`src/rtl/nota_entrada_pkg.sv`:
```
// Shared definitions for the note-entry path: note codes, press FSM states, FIFO token
// layout and the seven-segment table (also used by the downstream recognizer).
package nota_entrada_pkg;

  typedef enum logic [2:0] {
    NotaX   = 3'd0,
    NotaDo  = 3'd1,
    NotaRe  = 3'd2,
    NotaMi  = 3'd3,
    NotaFa  = 3'd4,
    NotaSol = 3'd5,
    NotaLa  = 3'd6,
    NotaSi  = 3'd7
  } nota_e;

  typedef enum logic [1:0] {
    StIdle,
    StArming,
    StHeld,
    StReleasing
  } press_st_e;

  typedef struct packed {
    logic       tom;
    logic [2:0] nota;
  } token_t;

  localparam logic [6:0] SegBlank = 7'b0000000;

  // Segment order is {g,f,e,d,c,b,a}, active-high.
  function automatic logic [6:0] seg_of(logic [2:0] nota);
    logic [6:0] seg;
    case (nota)
      NotaX:   seg = 7'b0111111;
      NotaDo:  seg = 7'b0000110;
      NotaRe:  seg = 7'b1011011;
      NotaMi:  seg = 7'b1001111;
      NotaFa:  seg = 7'b1100110;
      NotaSol: seg = 7'b1101101;
      NotaLa:  seg = 7'b1111101;
      NotaSi:  seg = 7'b0000111;
      default: seg = SegBlank;
    endcase
    return seg;
  endfunction

endpackage

```
`src/rtl/debounce_botao.sv`:
```
// Press debouncer: accepts a level change on the synchronized button only after
// DEBOUNCE_CYCLES consecutive equal samples, and emits one capture pulse per accepted press.
module debounce_botao
  import nota_entrada_pkg::*;
#(
  parameter int unsigned DEBOUNCE_CYCLES = 16
) (
  input  logic clk,
  input  logic rst_n,
  input  logic ok_i,
  output logic capture_o
);

  localparam logic [7:0] Target = 8'(DEBOUNCE_CYCLES);

  press_st_e  state_q, state_d;
  logic [7:0] cnt_q, cnt_d, cnt_inc;
  logic       capture_q, capture_d;

  assign cnt_inc = cnt_q + 8'd1;

  always_comb begin
    state_d   = state_q;
    cnt_d     = cnt_q;
    capture_d = 1'b0;
    unique case (state_q)
      StIdle: begin
        if (ok_i) begin
          state_d = StArming;
          cnt_d   = 8'd1;
        end
      end
      StArming: begin
        if (ok_i) begin
          cnt_d = cnt_inc;
          if (cnt_inc == Target) begin
            state_d   = StHeld;
            capture_d = 1'b1;
          end
        end else begin
          state_d = StIdle;
          cnt_d   = 8'd0;
        end
      end
      StHeld: begin
        if (!ok_i) begin
          state_d = StReleasing;
          cnt_d   = 8'd1;
        end
      end
      StReleasing: begin
        if (!ok_i) begin
          cnt_d = cnt_inc;
          if (cnt_inc == Target) begin
            state_d = StIdle;
            cnt_d   = 8'd0;
          end
        end else begin
          // Bounce during release: the button is still considered held.
          state_d = StHeld;
        end
      end
      default: begin
        state_d = StIdle;
        cnt_d   = 8'd0;
      end
    endcase
  end

  always_ff @(posedge clk or negedge rst_n) begin
    if (!rst_n) begin
      state_q   <= StIdle;
      cnt_q     <= 8'd0;
      capture_q <= 1'b0;
    end else begin
      state_q   <= state_d;
      cnt_q     <= cnt_d;
      capture_q <= capture_d;
    end
  end

  assign capture_o = capture_q;

endmodule

```
`src/rtl/nota_entrada.sv`:
```
// Note entry front end: synchronizes the raw switches, debounces the confirm button,
// queues {tom, nota} tokens for the recognizer and drives the seven-segment display.
module nota_entrada
  import nota_entrada_pkg::*;
#(
  parameter int unsigned DEBOUNCE_CYCLES = 16,
  parameter int unsigned FIFO_DEPTH      = 4
) (
  input  logic       clk,
  input  logic       reset,
  input  logic       ok,
  input  logic       tom,
  input  logic [2:0] nota,
  input  logic       clr,
  output logic [2:0] nota_out,
  output logic       tom_out,
  output logic       valid,
  input  logic       ready,
  output logic       overflow,
  output logic [6:0] display
);

  localparam int unsigned AW = $clog2(FIFO_DEPTH);
  localparam int unsigned PW = AW + 1;
  localparam logic [PW-1:0] PtrOne = {{AW{1'b0}}, 1'b1};

  logic          ok_meta_q, ok_meta_d, ok_sync_q, ok_sync_d;
  logic          tom_meta_q, tom_meta_d, tom_sync_q, tom_sync_d;
  logic [2:0]    nota_meta_q, nota_meta_d, nota_sync_q, nota_sync_d;
  token_t        mem_q [FIFO_DEPTH];
  token_t        mem_d [FIFO_DEPTH];
  logic [PW-1:0] wptr_q, wptr_d, rptr_q, rptr_d;
  logic          overflow_q, overflow_d;
  logic [6:0]    display_q, display_d;
  logic          capture, empty, full, pop, push;
  token_t        head, in_tok;

  debounce_botao #(
    .DEBOUNCE_CYCLES(DEBOUNCE_CYCLES)
  ) u_debounce (
    .clk      (clk),
    .rst_n    (reset),
    .ok_i     (ok_sync_q),
    .capture_o(capture)
  );

  // Extra pointer MSB distinguishes full from empty when the index bits match.
  assign empty  = (wptr_q == rptr_q);
  assign full   = (wptr_q[AW] != rptr_q[AW]) && (wptr_q[AW-1:0] == rptr_q[AW-1:0]);
  assign head   = mem_q[rptr_q[AW-1:0]];
  assign in_tok = {tom_sync_q, nota_sync_q};
  assign pop    = !empty && ready && !clr;
  assign push   = capture && !clr && (!full || pop);

  always_comb begin
    ok_meta_d   = ok;
    ok_sync_d   = ok_meta_q;
    tom_meta_d  = tom;
    tom_sync_d  = tom_meta_q;
    nota_meta_d = nota;
    nota_sync_d = nota_meta_q;
    mem_d       = mem_q;
    wptr_d      = wptr_q;
    rptr_d      = rptr_q;
    overflow_d  = overflow_q;
    display_d   = display_q;
    if (push) begin
      mem_d[wptr_q[AW-1:0]] = in_tok;
      wptr_d                = wptr_q + PtrOne;
    end
    if (pop) begin
      rptr_d = rptr_q + PtrOne;
    end
    if (clr) begin
      wptr_d     = '0;
      rptr_d     = '0;
      overflow_d = 1'b0;
    end else if (capture && full && !pop) begin
      overflow_d = 1'b1;
    end
    // Dropped or cleared presses still show what the player pressed.
    if (capture) begin
      display_d = seg_of(nota_sync_q);
    end
  end

  always_ff @(posedge clk or negedge reset) begin
    if (!reset) begin
      ok_meta_q   <= 1'b0;
      ok_sync_q   <= 1'b0;
      tom_meta_q  <= 1'b0;
      tom_sync_q  <= 1'b0;
      nota_meta_q <= 3'd0;
      nota_sync_q <= 3'd0;
      mem_q       <= '{default: '0};
      wptr_q      <= '0;
      rptr_q      <= '0;
      overflow_q  <= 1'b0;
      display_q   <= SegBlank;
    end else begin
      ok_meta_q   <= ok_meta_d;
      ok_sync_q   <= ok_sync_d;
      tom_meta_q  <= tom_meta_d;
      tom_sync_q  <= tom_sync_d;
      nota_meta_q <= nota_meta_d;
      nota_sync_q <= nota_sync_d;
      mem_q       <= mem_d;
      wptr_q      <= wptr_d;
      rptr_q      <= rptr_d;
      overflow_q  <= overflow_d;
      display_q   <= display_d;
    end
  end

  assign valid    = !empty;
  assign nota_out = valid ? head.nota : 3'd0;
  assign tom_out  = valid ? head.tom : 1'b0;
  assign overflow = overflow_q;
  assign display  = display_q;

endmodule

```
`config.mk`:
```
export PLATFORM = sky130hd
export DESIGN_NAME = nota_entrada
export DESIGN_NICKNAME = d
export VERILOG_FILES = /design/src/rtl/nota_entrada_pkg.sv /design/src/rtl/debounce_botao.sv /design/src/rtl/nota_entrada.sv
export SDC_FILE = /design/constraint.sdc
export NUM_CORES = 1
export LEC_CHECK = 0
export ABC_AREA = 1
export CORE_MARGIN = 2
export CORE_UTILIZATION = 35
export CTS_CLUSTER_DIAMETER = 40
export DETAILED_ROUTE_END_ITERATION = 10
export GPL_TIMING_DRIVEN = 1
export PLACE_DENSITY = 0.63
export SLEW_MARGIN = 20
export SYNTH_ARGS = -nofsm -noshare
export SYNTH_HDL_FRONTEND = slang
export SYNTH_SLANG_ARGS = --single-unit
```
`constraint.sdc`:
```
create_clock -name clk -period 2.02 [get_ports clk]
set_input_delay 0.404 -clock clk [delete_from_list [all_inputs] [get_ports clk]]
set_output_delay 0.404 -clock clk [all_outputs]
set_load 0.01 [all_outputs]
```
Yosys cells after proc, flatten, opt, wreduce, memory -nomap -nowiden:

Memory sizes are Yosys's and may differ from the RTL's. A register that Yosys moved wholly into a read port is not among the register bits.
Cells that the tools add are included.

* add/sub/neg operators: 3
* $lt $le $gt $ge: 3
* equality and inequality tests: 12
* multiplexer cells: 30
* bitwise logic cells: 2
* reduce and logical (&&, ||, !) cells: 20

Operators by type and width (number)
* $mux 8: 5
* $pmux 8 s4: 1
* $bwmux 16: 1
* $mux 3: 5
* $mux 2: 6
* $mux 4: 3
* $add 8x1->8 const B: 1
* $bmux 4 s2: 1
* $demux 4 s2: 1
* $eq 8x5->1 const B: 1
* $logic_and 1x1->1: 8
* $pmux 2 s4: 1
* $add 3x1->3 const B: 2
* $ge 3x3->1 const B: 2
* $mux 1: 6
* $ne 2x2->1 const B: 3
* $ne 3x2->1 const B: 2
* $not 2->3: 2
* $reduce_bool 2->1: 3
* $logic_not 1->1: 5
* $eq 2x2->1 const B: 2
* $reduce_and 4->1: 1
* $eq 3x3->1: 1
* $lt 3x1->1 const B: 1
* other kinds (6): 6

* flip-flop bits (word level): 44
* bits in read-only memories: 56
* memories kept: 1

Memories
* (name not given): words 8, width 7, read ports 1, clocked after Yosys merged registers in 1, wr ports 0, RTL line nota_entrada_pkg.sv:33 `case (nota)`

Longest topological paths before layout:

* depth in word-level cells: 8
* gate-level depth with buffers: 11
* depth with buffers taken out: 11

Modules after synthesis:

Synthesis repeated with hierarchy kept, for this count alone.

* cell total of the unflattened synthesis: 299
* area, all modules: 2600.0 um^2

Modules (own cells, without submodules)
* nota_entrada: instances 1, cells an instance 207, area an instance 1915.6 um^2, sequential area each 1001.0 um^2
* debounce_botao: instances 1, cells an instance 92, area an instance 684.4 um^2, sequential area each 275.3 um^2

Least setup slack after synthesis:

Ideal clock, no wire load.

* path type: register to output
* start point: reg rptr_q[0]
* end point: out nota_out[0]
* arrival time: 1.083 ns
* required time: 1.616 ns
* path slack: 0.533 ns
* cell stages (with the launch flop): 7
* cell sequence: dfrtp_1 -> buf_4 -> xor2_2 -> a21oi_4 -> nand2_2 -> nand2_1 -> inv_1

* longest elaborated chain between the ends: 5

Ends and longest elaborated chain
* from (decl): RTL line nota_entrada.sv:32 `logic [PW-1:0] wptr_q, wptr_d, rptr_q, rptr_d;`
* from (signal assigned): RTL line nota_entrada.sv:109 `rptr_q <= rptr_d;`
* $not 2->3 (implied by the code): RTL line nota_entrada.sv:50 `assign head = mem_q[rptr_q[AW-1:0]];`
* $bmux 4 s2: RTL line nota_entrada.sv:50
* $mux 4 (implied by the code) (2 in series): RTL line nota_entrada.sv:50
* $mux 3 *: RTL line nota_entrada.sv:116 `assign nota_out = valid ? head.nota : 3'd0;`
* to (decl): RTL line nota_entrada.sv:15 `output logic [2:0] nota_out,`

Every way passes the cells marked *; elsewhere a longest branch is shown, timed or not. The select of a mux whose other input is x is not followed.

Worst setup path in the final report:

* start point: reg wptr_q[0]
* end point: out tom_out

* longest elaborated chain between the ends: 2

Ends and longest elaborated chain
* from (decl): RTL line nota_entrada.sv:32
* from (signal assigned): RTL line nota_entrada.sv:108 `wptr_q <= wptr_d;`
* $eq 3x3->1: RTL line nota_entrada.sv:48 `assign empty = (wptr_q == rptr_q);`
* $mux 1: RTL line nota_entrada.sv:117 `assign tom_out = valid ? head.tom : 1'b0;`
* to (decl): RTL line nota_entrada.sv:16 `output logic tom_out,`

No other way between the ends.

==> key figures <==
Run status
  • Outcome: finished, final reports clean

Layout
  • Layout fillers: 709
  • ANT cells: 0
  • Area grow syn2layout: 20.4%
  • NumNets Final: 341
  • Seq. cell area: 1280 um2
  • Multi-input logic area: 1090 um2
  • Share of layout cells above drive strength 1: 13.7%

GRT
  • Vias in the first global route: 1938
  • Gr usage total: 14.2%
  • Gr busiest metal: met2
  • GR met2 Demand/Resource: 22.8%
  • Met3 GRT Util: 2.89%
  • First-pass GRT wire length: 8650 um
  • Met1 Resource Use GR: 19.1%
  • Total grt overflow: 0
  • Antenna violations before repair: 0
  • Pin count of the biggest net entering global routing: 34

Drt
  • Wirelength per Cell: 11.6 um
  • 1st-pass router iterations: 4
  • Starting DRT DRC Count: 114
  • Vias per inst: 4.60
  • Residual DRC count: 0
  • DRT antenna net count: 0
  • WL final: 4830 um
  • Vias: 1917

Floorplan
  • Die Span X: 88.6 um
  • Area of the core: 6870 um2
  • Initial Util: 36.4%
  • Die area: 7840 um2
  • Cell row count: 30
  • Die Y-Extent: 88.6 um
  • I/O Pins: 22

Clock network
  • CTS tree: built
  • Inserted Clock Buffers: 5
  • CTS Hold Bufs: 0
  • Bufs on Longest Clock Path: 2
  • CTS Root Cell: clkbuf_8
  • CTS sink count: 51
  • Reg clk slew, reported paths: 0.09 ns
  • Worst-Skew Late Latency: 0.30 ns
  • H-tree levels: 2

Worst hold path
  • Tightest Hold Check Type: input port to asynchronous set/reset pin

Power and ir drop
  • Cell Pwr Density: 582 nW/um2
  • Final total power: 1.76 mW
  • Worst ir drop on vdd: 0.000379 V
  • Leak Pwr: 1.47 nW

Logic synthesis
  • Cells after Synth: 282
  • Synth Flop Type: dfrtp_1
  • Netlist cell types: 33
  • Post-synth ARST share: 100%
  • Top cell type's share of synthesized area: 51.0%
  • Top cells by area, synth: dfrtp_1, nand2_1, o21ai_0
  • Syn_area_per_cell: 8.87 um2
  • Register area share after synthesis: 51.0%
  • Cell taking the most area after synthesis: dfrtp_1
  • Synth Cell Area: 2500 um2
  • Commonest cells in the netlist: nand2_1, dfrtp_1, o21ai_0
  • Synth warn: 0
  • Post-synth EDFFs: 0
  • Top-count cell post-synth: nand2_1
  • Seq cells post-synth: 51
  • Syn nets: 303

STA
  • Final Cycle Share: 96.2%
  • Hold Vio Cnt, Final: 0
  • Endpoints failing setup: 0
  • F_max: 0.514 GHz
  • Final min period: 1.94 ns
  • Setup Skew: 0.00861 ns
  • Max-slew violations: 0
  • Slew HR: 68.9%
  • Least-Margin Pin Slew: 0.466 ns
  • Hold slack: 0.0346 ns
  • RSZ-0062 raised after global routing: yes

Critical path
  • Worst path bufs/invs: 2
  • Reg2reg setup slack: 0.36 ns
  • CP arrival: 1.54 ns
  • CP max FO: 6
  • Req. time, crit path: 1.62 ns
  • Startpoint types: flip-flop
  • Crit-path leading delay family: flip-flops
  • WS Path Type: flip-flop to output port
  • CP max-delay cell: dfrtp_1
  • Max incr delay on CP: 0.43 ns
  • CP endpoint kind: output port
  • CP Cell Sequence: xor2_2, a21oi_4, nand2_4, nand2_1, inv_1, dlygate4sd2_1

Place
  • GPL Wtd Cong: 0.851
  • Buffers on Ports: 21
  • HPWL after detailed placement: 3600 um

Run
  • MaxCap Viol Count: 0
-- what timing repair did --
action,CTS,global route
pin swaps,1,1
buffers inserted,4,2
resized for setup,9,7
hold endpoints to repair,0,0
setup endpoints to repair,5,4
-- layout by cell type (no fill, tap or decap), drive strengths merged, types with 3 or more instances in the layout --
cell,instances
clkbuf,7
nor2,29
clkdlybuf4s50,15
nand2,75
buf,13
clkinv,3
inv,31
a21oi,5
o22ai,6
dfrtp,51
dlygate4sd2,3
a31oi,3
o21ai,35
nand3,15
ha,12
-- worst register-to-register path: cells and delay by family (launching register included) --
kind | cells | cell delay [ns]
flip-flops | 1 | 0.43
AND/OR/NAND/NOR | 2 | 0.37
AO/OA/AOI/OAI | 3 | 0.26
buffers and inverters | 2 | 0.26
XOR/XNOR | 1 | 0.23
-- per-layer routing --
layer	up-vias	routed length (um)
li1	990	-
met1	895	2400
met2	25	2240
met3	7	118
met4	0	74
met5	-	0
-- layout make-up --
class	count	area share, %
clock buffer	7	2.86
sequential	51	42.4
tap	96	3.99
clock inverter	1	0.291
multi-input combinational	196	36.2
timing repair buffer	33	10.1
inverter	33	4.15
-- power breakdown --
group / internal, mW / switching [mW] / total (mW)
combinational: 0.0352 / 0.0589 / 0.0940
clock: 0.281 / 0.329 / 0.611
sequential: 1.04 / 0.0150 / 1.05
-- path summary, 6_finish.rpt --
path / startpoint / endpoint / cells past startpoint
max: wptr_q[0] / tom_out / 6
min: reset / wptr_q[2] / 1
max reg2reg: wptr_q[0] / mem_q[0] / 8
min reg2reg: nota_meta_q[2] / nota_sync_q[2] / 0
max in group asynchronous: reset / nota_sync_q[0] / 2
min in group clk: nota_meta_q[2] / nota_sync_q[2] / 0
-- sequential cells by signal, summed over array words and instances (netlist names), named ones only --
register              cells
nota_sync_q               3
overflow                  1
u_debounce.cnt_q          8
u_debounce.capture_o      1
tom_meta_q                1
mem_q                    16
ok_meta_q                 1
nota_meta_q               3
wptr_q                    3
display                   7
rptr_q                    3
tom_sync_q                1
ok_sync_q                 1
u_debounce.state_q        1
-- through the flow --
stage | utilization (%) | area, um2 | worst slack, ns | TNS, ns | cells
floorplan | - | 2500 | 0.533 | 0 | 282
global placement | 41.8 | 2870 | 0.0729 | 0 | 403
detailed placement | 41.8 | 2870 | 0.0193 | 0 | 403
CTS | 43.6 | 3000 | 0.0385 | 0 | 415
global route | 43.9 | 3010 | -0.0166 | -0.0173 | 417
finish | 43.9 | 3010 | 0.0761 | 0 | 417
-- kinds of logic after synthesis --
logic type | Yosys count | synth area share (%)
AND/OR/NAND/NOR | 126 | 22.6
AO/OA/AOI/OAI | 55 | 13.2
flip-flops | 51 | 51.0
buffers and inverters | 35 | 5.55
adder cells (fa/ha/maj) | 12 | 6.00
XOR/XNOR | 3 | 1.65
Note: power is estimated with default switching activity, not from simulation.
